[src/rtl/id_ex_stage_if.sv]
// id_ex_stage_if: decode-side inputs, WB write-port snoop and EX-side outputs of the ID/EX stage.
interface id_ex_stage_if;
   logic        id_valid;
   logic [4:0]  ReadRegister1, ReadRegister2, id_Rd;
   logic [63:0] ReadData1, ReadData2, id_Imm;
   logic        id_RegWrite, id_MemRead, id_MemWrite, id_ALUSrc;
   logic [2:0]  id_ALUOp;
   logic        wb_RegWrite;
   logic [4:0]  wb_WriteRegister;
   logic [63:0] wb_WriteData;
   logic        hold, flush;
   logic        ex_valid;
   logic [63:0] ex_A, ex_B, ex_Imm;
   logic [4:0]  ex_Rn, ex_Rm, ex_Rd;
   logic        ex_RegWrite, ex_MemRead, ex_MemWrite, ex_ALUSrc;
   logic [2:0]  ex_ALUOp;
   logic        stall_id;
   logic [15:0] bubble_count;
   modport master (
      output id_valid, ReadRegister1, ReadRegister2, ReadData1, ReadData2, id_Rd, id_Imm,
             id_RegWrite, id_MemRead, id_MemWrite, id_ALUSrc, id_ALUOp,
             wb_RegWrite, wb_WriteRegister, wb_WriteData, hold, flush,
      input  ex_valid, ex_A, ex_B, ex_Imm, ex_Rn, ex_Rm, ex_Rd,
             ex_RegWrite, ex_MemRead, ex_MemWrite, ex_ALUSrc, ex_ALUOp, stall_id, bubble_count
   );
   modport slave (
      input  id_valid, ReadRegister1, ReadRegister2, ReadData1, ReadData2, id_Rd, id_Imm,
             id_RegWrite, id_MemRead, id_MemWrite, id_ALUSrc, id_ALUOp,
             wb_RegWrite, wb_WriteRegister, wb_WriteData, hold, flush,
      output ex_valid, ex_A, ex_B, ex_Imm, ex_Rn, ex_Rm, ex_Rd,
             ex_RegWrite, ex_MemRead, ex_MemWrite, ex_ALUSrc, ex_ALUOp, stall_id, bubble_count
   );
endinterface

[src/rtl/id_ex_stage.sv]
// id_ex_stage: ID/EX pipeline register with WB bypass, load-use bubble insertion and
// a saturating bubble counter.
module id_ex_stage (
   input logic          clk,
   input logic          reset,
   id_ex_stage_if.slave bus
);
   logic        r_valid, r_reg_write, r_mem_read, r_mem_write, r_alu_src;
   logic [2:0]  r_alu_op;
   logic [63:0] r_a, r_b, r_imm;
   logic [4:0]  r_rn, r_rm, r_rd;
   logic [15:0] r_bubble_count;
   logic        w_loaduse, w_kill;
   logic [63:0] w_op_a, w_op_b;
   // X31 reads as zero even if WB happens to target it
   always_comb begin
      w_op_a = (bus.ReadRegister1 == 5'd31) ? 64'd0 :
               (bus.wb_RegWrite && bus.wb_WriteRegister == bus.ReadRegister1) ? bus.wb_WriteData : bus.ReadData1;
      w_op_b = (bus.ReadRegister2 == 5'd31) ? 64'd0 :
               (bus.wb_RegWrite && bus.wb_WriteRegister == bus.ReadRegister2) ? bus.wb_WriteData : bus.ReadData2;
      w_loaduse = r_valid & r_mem_read & (r_rd != 5'd31) & bus.id_valid &
                  ((r_rd == bus.ReadRegister1) | ((r_rd == bus.ReadRegister2) & ~bus.id_ALUSrc));
      w_kill = bus.flush | w_loaduse;
   end
   always_ff @(posedge clk) begin
      if (!reset) begin
         r_valid        <= 1'b0;
         r_reg_write    <= 1'b0;
         r_mem_read     <= 1'b0;
         r_mem_write    <= 1'b0;
         r_alu_src      <= 1'b0;
         r_alu_op       <= 3'd0;
         r_a            <= 64'd0;
         r_b            <= 64'd0;
         r_imm          <= 64'd0;
         r_rn           <= 5'd31;
         r_rm           <= 5'd31;
         r_rd           <= 5'd31;
         r_bubble_count <= 16'd0;
      end else if (!bus.hold) begin
         r_valid     <= bus.id_valid & ~w_kill;
         r_reg_write <= bus.id_RegWrite & bus.id_valid & ~w_kill;
         r_mem_read  <= bus.id_MemRead & bus.id_valid & ~w_kill;
         r_mem_write <= bus.id_MemWrite & bus.id_valid & ~w_kill;
         if (!w_kill) begin
            r_alu_src <= bus.id_ALUSrc & bus.id_valid;
            r_alu_op  <= bus.id_ALUOp & {3{bus.id_valid}};
            r_a       <= w_op_a;
            r_b       <= w_op_b;
            r_imm     <= bus.id_Imm;
            r_rn      <= bus.ReadRegister1;
            r_rm      <= bus.ReadRegister2;
            r_rd      <= bus.id_Rd;
         end
         if (!bus.flush && w_loaduse && r_bubble_count != 16'hFFFF)
            r_bubble_count <= r_bubble_count + 16'd1;
      end
   end
   assign bus.ex_valid     = r_valid;
   assign bus.ex_RegWrite  = r_reg_write;
   assign bus.ex_MemRead   = r_mem_read;
   assign bus.ex_MemWrite  = r_mem_write;
   assign bus.ex_ALUSrc    = r_alu_src;
   assign bus.ex_ALUOp     = r_alu_op;
   assign bus.ex_A         = r_a;
   assign bus.ex_B         = r_b;
   assign bus.ex_Imm       = r_imm;
   assign bus.ex_Rn        = r_rn;
   assign bus.ex_Rm        = r_rm;
   assign bus.ex_Rd        = r_rd;
   assign bus.bubble_count = r_bubble_count;
   assign bus.stall_id     = bus.hold | w_loaduse;
endmodule
[src/flat_wrapper.sv]
// flat-port wrapper written by rule: the top's interface ports become plain ports
module id_ex_stage_flat 
  (clk, reset, bus_id_valid, bus_ReadRegister1, bus_ReadRegister2, bus_ReadData1, bus_ReadData2, bus_id_Rd, bus_id_Imm, bus_id_RegWrite, bus_id_MemRead, bus_id_MemWrite, bus_id_ALUSrc, bus_id_ALUOp, bus_wb_RegWrite, bus_wb_WriteRegister, bus_wb_WriteData, bus_hold, bus_flush, bus_ex_valid, bus_ex_A, bus_ex_B, bus_ex_Imm, bus_ex_Rn, bus_ex_Rm, bus_ex_Rd, bus_ex_RegWrite, bus_ex_MemRead, bus_ex_MemWrite, bus_ex_ALUSrc, bus_ex_ALUOp, bus_stall_id, bus_bubble_count);
  id_ex_stage_if bus_i ();
  input logic clk;
  input logic reset;
  input wire logic [$bits(bus_i.id_valid)-1:0] bus_id_valid;
  input wire logic [$bits(bus_i.ReadRegister1)-1:0] bus_ReadRegister1;
  input wire logic [$bits(bus_i.ReadRegister2)-1:0] bus_ReadRegister2;
  input wire logic [$bits(bus_i.ReadData1)-1:0] bus_ReadData1;
  input wire logic [$bits(bus_i.ReadData2)-1:0] bus_ReadData2;
  input wire logic [$bits(bus_i.id_Rd)-1:0] bus_id_Rd;
  input wire logic [$bits(bus_i.id_Imm)-1:0] bus_id_Imm;
  input wire logic [$bits(bus_i.id_RegWrite)-1:0] bus_id_RegWrite;
  input wire logic [$bits(bus_i.id_MemRead)-1:0] bus_id_MemRead;
  input wire logic [$bits(bus_i.id_MemWrite)-1:0] bus_id_MemWrite;
  input wire logic [$bits(bus_i.id_ALUSrc)-1:0] bus_id_ALUSrc;
  input wire logic [$bits(bus_i.id_ALUOp)-1:0] bus_id_ALUOp;
  input wire logic [$bits(bus_i.wb_RegWrite)-1:0] bus_wb_RegWrite;
  input wire logic [$bits(bus_i.wb_WriteRegister)-1:0] bus_wb_WriteRegister;
  input wire logic [$bits(bus_i.wb_WriteData)-1:0] bus_wb_WriteData;
  input wire logic [$bits(bus_i.hold)-1:0] bus_hold;
  input wire logic [$bits(bus_i.flush)-1:0] bus_flush;
  output wire logic [$bits(bus_i.ex_valid)-1:0] bus_ex_valid;
  output wire logic [$bits(bus_i.ex_A)-1:0] bus_ex_A;
  output wire logic [$bits(bus_i.ex_B)-1:0] bus_ex_B;
  output wire logic [$bits(bus_i.ex_Imm)-1:0] bus_ex_Imm;
  output wire logic [$bits(bus_i.ex_Rn)-1:0] bus_ex_Rn;
  output wire logic [$bits(bus_i.ex_Rm)-1:0] bus_ex_Rm;
  output wire logic [$bits(bus_i.ex_Rd)-1:0] bus_ex_Rd;
  output wire logic [$bits(bus_i.ex_RegWrite)-1:0] bus_ex_RegWrite;
  output wire logic [$bits(bus_i.ex_MemRead)-1:0] bus_ex_MemRead;
  output wire logic [$bits(bus_i.ex_MemWrite)-1:0] bus_ex_MemWrite;
  output wire logic [$bits(bus_i.ex_ALUSrc)-1:0] bus_ex_ALUSrc;
  output wire logic [$bits(bus_i.ex_ALUOp)-1:0] bus_ex_ALUOp;
  output wire logic [$bits(bus_i.stall_id)-1:0] bus_stall_id;
  output wire logic [$bits(bus_i.bubble_count)-1:0] bus_bubble_count;
  assign bus_i.id_valid = bus_id_valid;
  assign bus_i.ReadRegister1 = bus_ReadRegister1;
  assign bus_i.ReadRegister2 = bus_ReadRegister2;
  assign bus_i.ReadData1 = bus_ReadData1;
  assign bus_i.ReadData2 = bus_ReadData2;
  assign bus_i.id_Rd = bus_id_Rd;
  assign bus_i.id_Imm = bus_id_Imm;
  assign bus_i.id_RegWrite = bus_id_RegWrite;
  assign bus_i.id_MemRead = bus_id_MemRead;
  assign bus_i.id_MemWrite = bus_id_MemWrite;
  assign bus_i.id_ALUSrc = bus_id_ALUSrc;
  assign bus_i.id_ALUOp = bus_id_ALUOp;
  assign bus_i.wb_RegWrite = bus_wb_RegWrite;
  assign bus_i.wb_WriteRegister = bus_wb_WriteRegister;
  assign bus_i.wb_WriteData = bus_wb_WriteData;
  assign bus_i.hold = bus_hold;
  assign bus_i.flush = bus_flush;
  assign bus_ex_valid = bus_i.ex_valid;
  assign bus_ex_A = bus_i.ex_A;
  assign bus_ex_B = bus_i.ex_B;
  assign bus_ex_Imm = bus_i.ex_Imm;
  assign bus_ex_Rn = bus_i.ex_Rn;
  assign bus_ex_Rm = bus_i.ex_Rm;
  assign bus_ex_Rd = bus_i.ex_Rd;
  assign bus_ex_RegWrite = bus_i.ex_RegWrite;
  assign bus_ex_MemRead = bus_i.ex_MemRead;
  assign bus_ex_MemWrite = bus_i.ex_MemWrite;
  assign bus_ex_ALUSrc = bus_i.ex_ALUSrc;
  assign bus_ex_ALUOp = bus_i.ex_ALUOp;
  assign bus_stall_id = bus_i.stall_id;
  assign bus_bubble_count = bus_i.bubble_count;
  id_ex_stage u_core (.clk(clk), .reset(reset), .bus(bus_i));
endmodule
[config.mk]
export PLATFORM = sky130hd
export DESIGN_NAME = id_ex_stage_flat
export DESIGN_NICKNAME = d
export VERILOG_FILES = /design/src/rtl/id_ex_stage_if.sv /design/src/rtl/id_ex_stage.sv /design/src/flat_wrapper.sv
export SDC_FILE = /design/constraint.sdc
export NUM_CORES = 1
export LEC_CHECK = 0
export CAP_MARGIN = 5
export CORE_AREA = 3 3 204 206
export DETAILED_ROUTE_END_ITERATION = 10
export DIE_AREA = 0 0 207 209
export GPL_ROUTABILITY_DRIVEN = 0
export HOLD_SLACK_MARGIN = 0.15
export PLACE_DENSITY_LB_ADDON = 0.3
export SYNTH_ARGS = -nofsm -noshare
export SYNTH_HDL_FRONTEND = slang
export SYNTH_SLANG_ARGS = --single-unit
[constraint.sdc]
create_clock -name clk -period 5.2 [get_ports clk]
set_input_delay 0.52 -clock clk [delete_from_list [all_inputs] [get_ports clk]]
set_output_delay 0.52 -clock clk [all_outputs]
set_load 0.02 [all_outputs]
# ---- After elaboration in Yosys (flattened, before gate mapping)
# Cells that the tools add are included.
dict set report op_classes {
  n_addsub 1
  multipliers 0
  div_mod_pow 0
  n_lt_le_gt_ge 0
  n_eq_ne 8
  n_shift 0
  mux 4
  n_bitwise 20
  reduce_logical 7
}
# operator n
set op_table {}
lappend op_table {{$mux W64} 4}
lappend op_table {{$eq A5 B5 Y1} 4}
lappend op_table {{$add A16 B1 Y16 const B} 1}
lappend op_table {{$ne A16 B16 Y1 const B} 1}
lappend op_table {{$and A1 B1 Y1} 13}
lappend op_table {{$eq A5 B5 Y1 const B} 2}
lappend op_table {{$ne A5 B5 Y1 const B} 1}
lappend op_table {{$logic_and A1 B1 Y1} 4}
lappend op_table {{$reduce_and A2 Y1} 2}
lappend op_table {{$and A3 B3 Y3} 1}
lappend op_table {{$not A1 Y1} 3}
lappend op_table {{$or A1 B1 Y1} 3}
lappend op_table {{$logic_not A1 Y1} 1}
dict set report word_totals {
  ff_bits 231
  latchBits 0
  ram_bits 0
  mem_bits_ro 0
  in_bits 289
  output_inout_bits 232
  elab_cells 53
  memories 0
}

# ---- Longest topological paths before layout
dict set report logic_depth {
  word_depth 7
  ltp_mapped 10
  ltp_nobuf 7
}

# ---- Least setup slack after synthesis
# Ideal clock, no wire load.
dict set report synth_timing {
  kind {reg2reg}
  from {register u_core.r_bubble_count[0] (netlist: u_core.bus.bubble_count[0])}
  to {register u_core.r_bubble_count[15] (netlist: u_core.bus.bubble_count[15])}
  setup_ps 70
  arrival_ps 2028
  required_ps 5130
  slack_ps 3102
  stages_incl_launch_ff 10
  path_buffers 2
  synth_period_minus_slack_ps 2098
  cell_sequence {dfxtp_1 -> ha_1 -> and3_1 -> and3_1 -> buf_2 -> a41oi_2 -> nand3_2 -> buf_6 -> or3_1 -> a21boi_1}
}
dict set report synth_via {
  elab_chain_len 3
  elab_cells_between_ends 4
  classes_between {add/sub: 1; eq/ne: 1; reduce/logical: 2}
}
# element line
set synth_lines {}
lappend synth_lines {{start, declared} id_ex_stage.sv:12} ;# logic [15:0] r_bubble_count;
lappend synth_lines {{start signal, assigned} id_ex_stage.sv:56} ;# r_bubble_count <= r_bubble_count + 16'd1;
lappend synth_lines {{parallel branches: the longest is 3 deep, another holds $add A16 B1 Y16} -}
# Several ways; the timed one is not identified.
# A chain may end at the register's enable or synchronous reset.

# ---- Worst setup path after layout
dict set report layout_timing {
  from {input port bus_id_valid}
  to {output port bus_stall_id}
}
dict set report layout_via {
  elab_chain_len 3
}
# element line
set layout_lines {}
lappend layout_lines {{start, declared} flat_wrapper.sv:7} ;# input wire logic [$bits(bus_i.id_valid)-1:0] bus_id_valid;
lappend layout_lines {{$and A1 B1 Y1 (2 in series)} id_ex_stage.sv:21} ;# w_loaduse = r_valid & r_mem_read & (r_rd != 5'd31) & bus.id_valid &
lappend layout_lines {{$or A1 B1 Y1} id_ex_stage.sv:72} ;# assign bus.stall_id = bus.hold | w_loaduse;
lappend layout_lines {{end, declared} flat_wrapper.sv:36} ;# output wire logic [$bits(bus_i.stall_id)-1:0] bus_stall_id;
# Every way passes these cells.

==> out/results.tsv <==
metric	value	unit
first-pass GRT wire length	60480	um
Clock Tree Root	clkbuf_16	
Worst Tran Pin Value	1.005	ns
DP HPWL	29280	um
Max-slew headroom	33.01	%
Hold Vio Cnt, Final	0	
Final Skew	0.008752	ns
number of synthesized flops with an enable pin	0	
die width	207	um
largest net degree at the start of global routing	134	
RSZ-0062 raised after global routing	no	
final wirelength	39680	um
# diodes	0	
Fmax achieved	0.3025	GHz
Net Count, Synth	1391	
post-synthesis sequential area ratio	45.98	%
Core Area	39820	um^2
Worst Setup SP	bus_id_valid	
fin crit period	3.306	ns
Worst Hold Launch	u_core.bus.ex_Imm[42]	
Syn Inst Count	1101	
final max-slew violation count	0	
synth unique cells	36	
initial drt markers	468	
worst hold margin	0.4451	ns
Yosys reg bits	231	
# hold bufs at CTS	0	
Power Density	280.4	nW/um^2
worst vdd ir	0.2672	mV
reg-to-reg slack, setup	2.34	ns
vias per cell	4.732	
slowest cell delay on critical path	0.73	ns
worst r2r src	u_core.bus.ex_Rd[4]	
Initial Util	25.25	%
remaining global-route overflow	0	
Crit path required time	4.68	ns
Worst-Skew Late Latency	0.53	ns
CP startpoint kind	input port	
drt wl/cell	18.94	um
maximum buffer depth of the clock tree	3	
IO Port Bufs	520	
Die Height	209	um
antenna violations before repair	0	
via count	9913	
Die ar.	43260	um^2
dominant synthesized flop cell	dfxtp_1	
H-Tree Level Count	1	
final setup fails	0	
post-CTS setup buffer count	0	
Ys Warns	0	
# Max-Cap Violations	0	
P_leak	0.005863	uW
Slowest cell on crit path	clkdlybuf4s50_1	
Worst setup EP type	output pin	
hold crit path type	register to register	
Avg Cell Area, Syn	9.135	um^2
part of the cycle the worst path needs	63.58	%
DRC	0	
TritonRoute pass-1 iters	4	
CTS tree	done	
vias in the first global route	9891	
IO Pins	521	
final core occ	41.28	%
clock sink count	231	
cell mode on critical path	clkdlybuf4s50_1	
CP Max Fanout	9	
ys async rst share	0	%
# rows	73	
Nets	1842	
share of layout cells above drive strength 1	4.459	%
Cell Area, Synth	10060	um^2
Worst Path Class, Setup	input port to output pin	
Area Growth Syn to Fin	63.47	%
All-Layer GR Usage	17.35	%
antenna viol nets, final	0	
# resized after CTS	0	
critical path, cell by cell	clkdlybuf4s50_1, nand3_1, a31oi_1, a21o_1, clkdlybuf4s50_1	
total CTS buffers	26	
run status	finished, final reports clean	
clock-pin slew on the worst setup and hold paths	0.06	ns
WP data arrival	2.79	ns
setup TNS	0	ns
==> critical path, delay by kind of cell <==
| family | cells | cell delay [ns] |
|---|---|---|
| AOI/OAI and AO/OA | 2 | 0.74 |
| buffers and inverters | 2 | 1.37 |
| and+or+nand+nor | 1 | 0.14 |
==> sequential cells by signal (all words and copies together), names as in the netlist <==
name	flops
u_core.bus.bubble_count	16
u_core.bus.ex_RegWrite	1
u_core.bus.ex_B	64
u_core.bus.ex_MemRead	1
u_core.bus.ex_ALUSrc	1
u_core.bus.ex_valid	1
u_core.bus.ex_Rn	5
u_core.bus.ex_A	64
u_core.bus.ex_Rm	5
u_core.bus.ex_MemWrite	1
u_core.bus.ex_Rd	5
u_core.bus.ex_ALUOp	3
u_core.bus.ex_Imm	64
==> kinds of logic (layout without fill, tap and decap cells) <==
family	Yosys count	count (layout)	synth area share, %
simple gates	440	440	21.17
flops	231	231	45.98
compound gates	164	164	12.07
mux	132	132	13.14
buf+inv	112	581	5.685
xor+xnor	21	21	1.829
fa+ha+maj	1	1	0.1244
==> layer usage <==
layer / vias to the layer above / track usage [%] / wire length [um]
li1: 4909 / - / -
met2: 315 / 31.29 / 20210
met3: 38 / 3.693 / 2425
met1: 4651 / 21.07 / 16330
met5: - / 0 / 0
met4: 0 / 4.190 / 712
==> Yosys cell counts (4+ instances only) <==
master / count / area [um^2]
and3_1: 7 / 43.79
buf_2: 28 / 140.1
clkbuf_1: 48 / 180.2
o21ai_0: 13 / 65.06
o21ai_1: 4 / 20.02
nand4_1: 5 / 31.28
mux2i_1: 132 / 1321
o31ai_1: 128 / 960.9
or3_1: 7 / 43.79
buf_1: 6 / 22.52
buf_4: 26 / 195.2
a21boi_0: 4 / 30.03
nand3_1: 298 / 1491
xnor2_1: 12 / 105.1
dfxtp_1: 231 / 4624
a21boi_1: 6 / 45.04
xor2_1: 9 / 78.83
nand2_1: 106 / 397.9
nand2b_1: 4 / 25.02
==> layout make-up <==
class                   count  area [um^2]
multi-input cells         758         4912
clock inverters             8        90.09
clock buffers              38        797.0
flip-flops and latches    231         4624
repair buffers            535         5360
fillers                  4002        23380
well taps                 525        656.9
==> cell usage in the layout (no fill, tap or decap), drive strengths merged, types with 6 or more instances in the layout <==
cell | synthesis | final
nand3 | 299 | 299
and3 | 7 | 7
dfxtp | 231 | 231
xor2 | 9 | 9
buf | 61 | 16
clkdlybuf4s50 | 0 | 519
nand2 | 106 | 106
clkbuf | 51 | 38
o21ai | 17 | 17
or3 | 7 | 7
clkinv | 0 | 6
o31ai | 128 | 128
a21boi | 10 | 10
mux2i | 132 | 132
xnor2 | 12 | 12
==> power breakdown <==
group	internal, uW	leakage [uW]	switching (uW)	total [uW]
clock network	1150	0.000446	740	1890
logic	419	0.00353	396	815
registers	1850	0.00189	47.0	1900
==> worst paths after layout <==
check,to,cells past startpoint
worst max register to register,u_core.bus.ex_B[1],7
worst min register to register,u_core.bus.ex_Imm[42],2
worst max-delay path,bus_stall_id,5
worst min-delay path,u_core.bus.ex_Imm[42],2
==> metrics by stage <==
step / worst slack, ns / cells / total power [uW] / cell area, um^2
floorplan: 3.102 / 1101 / 2274 / 10060
global placement: 1.702 / 2049 / 2755 / 15550
detailed placement: 1.707 / 2049 / 2762 / 15550
CTS: 1.842 / 2095 / 4675 / 16440
global route: 1.699 / 2095 / 4803 / 16440
finish: 1.894 / 2095 / 4610 / 16440
No activity file was read; power rests on OpenSTA's default activity.
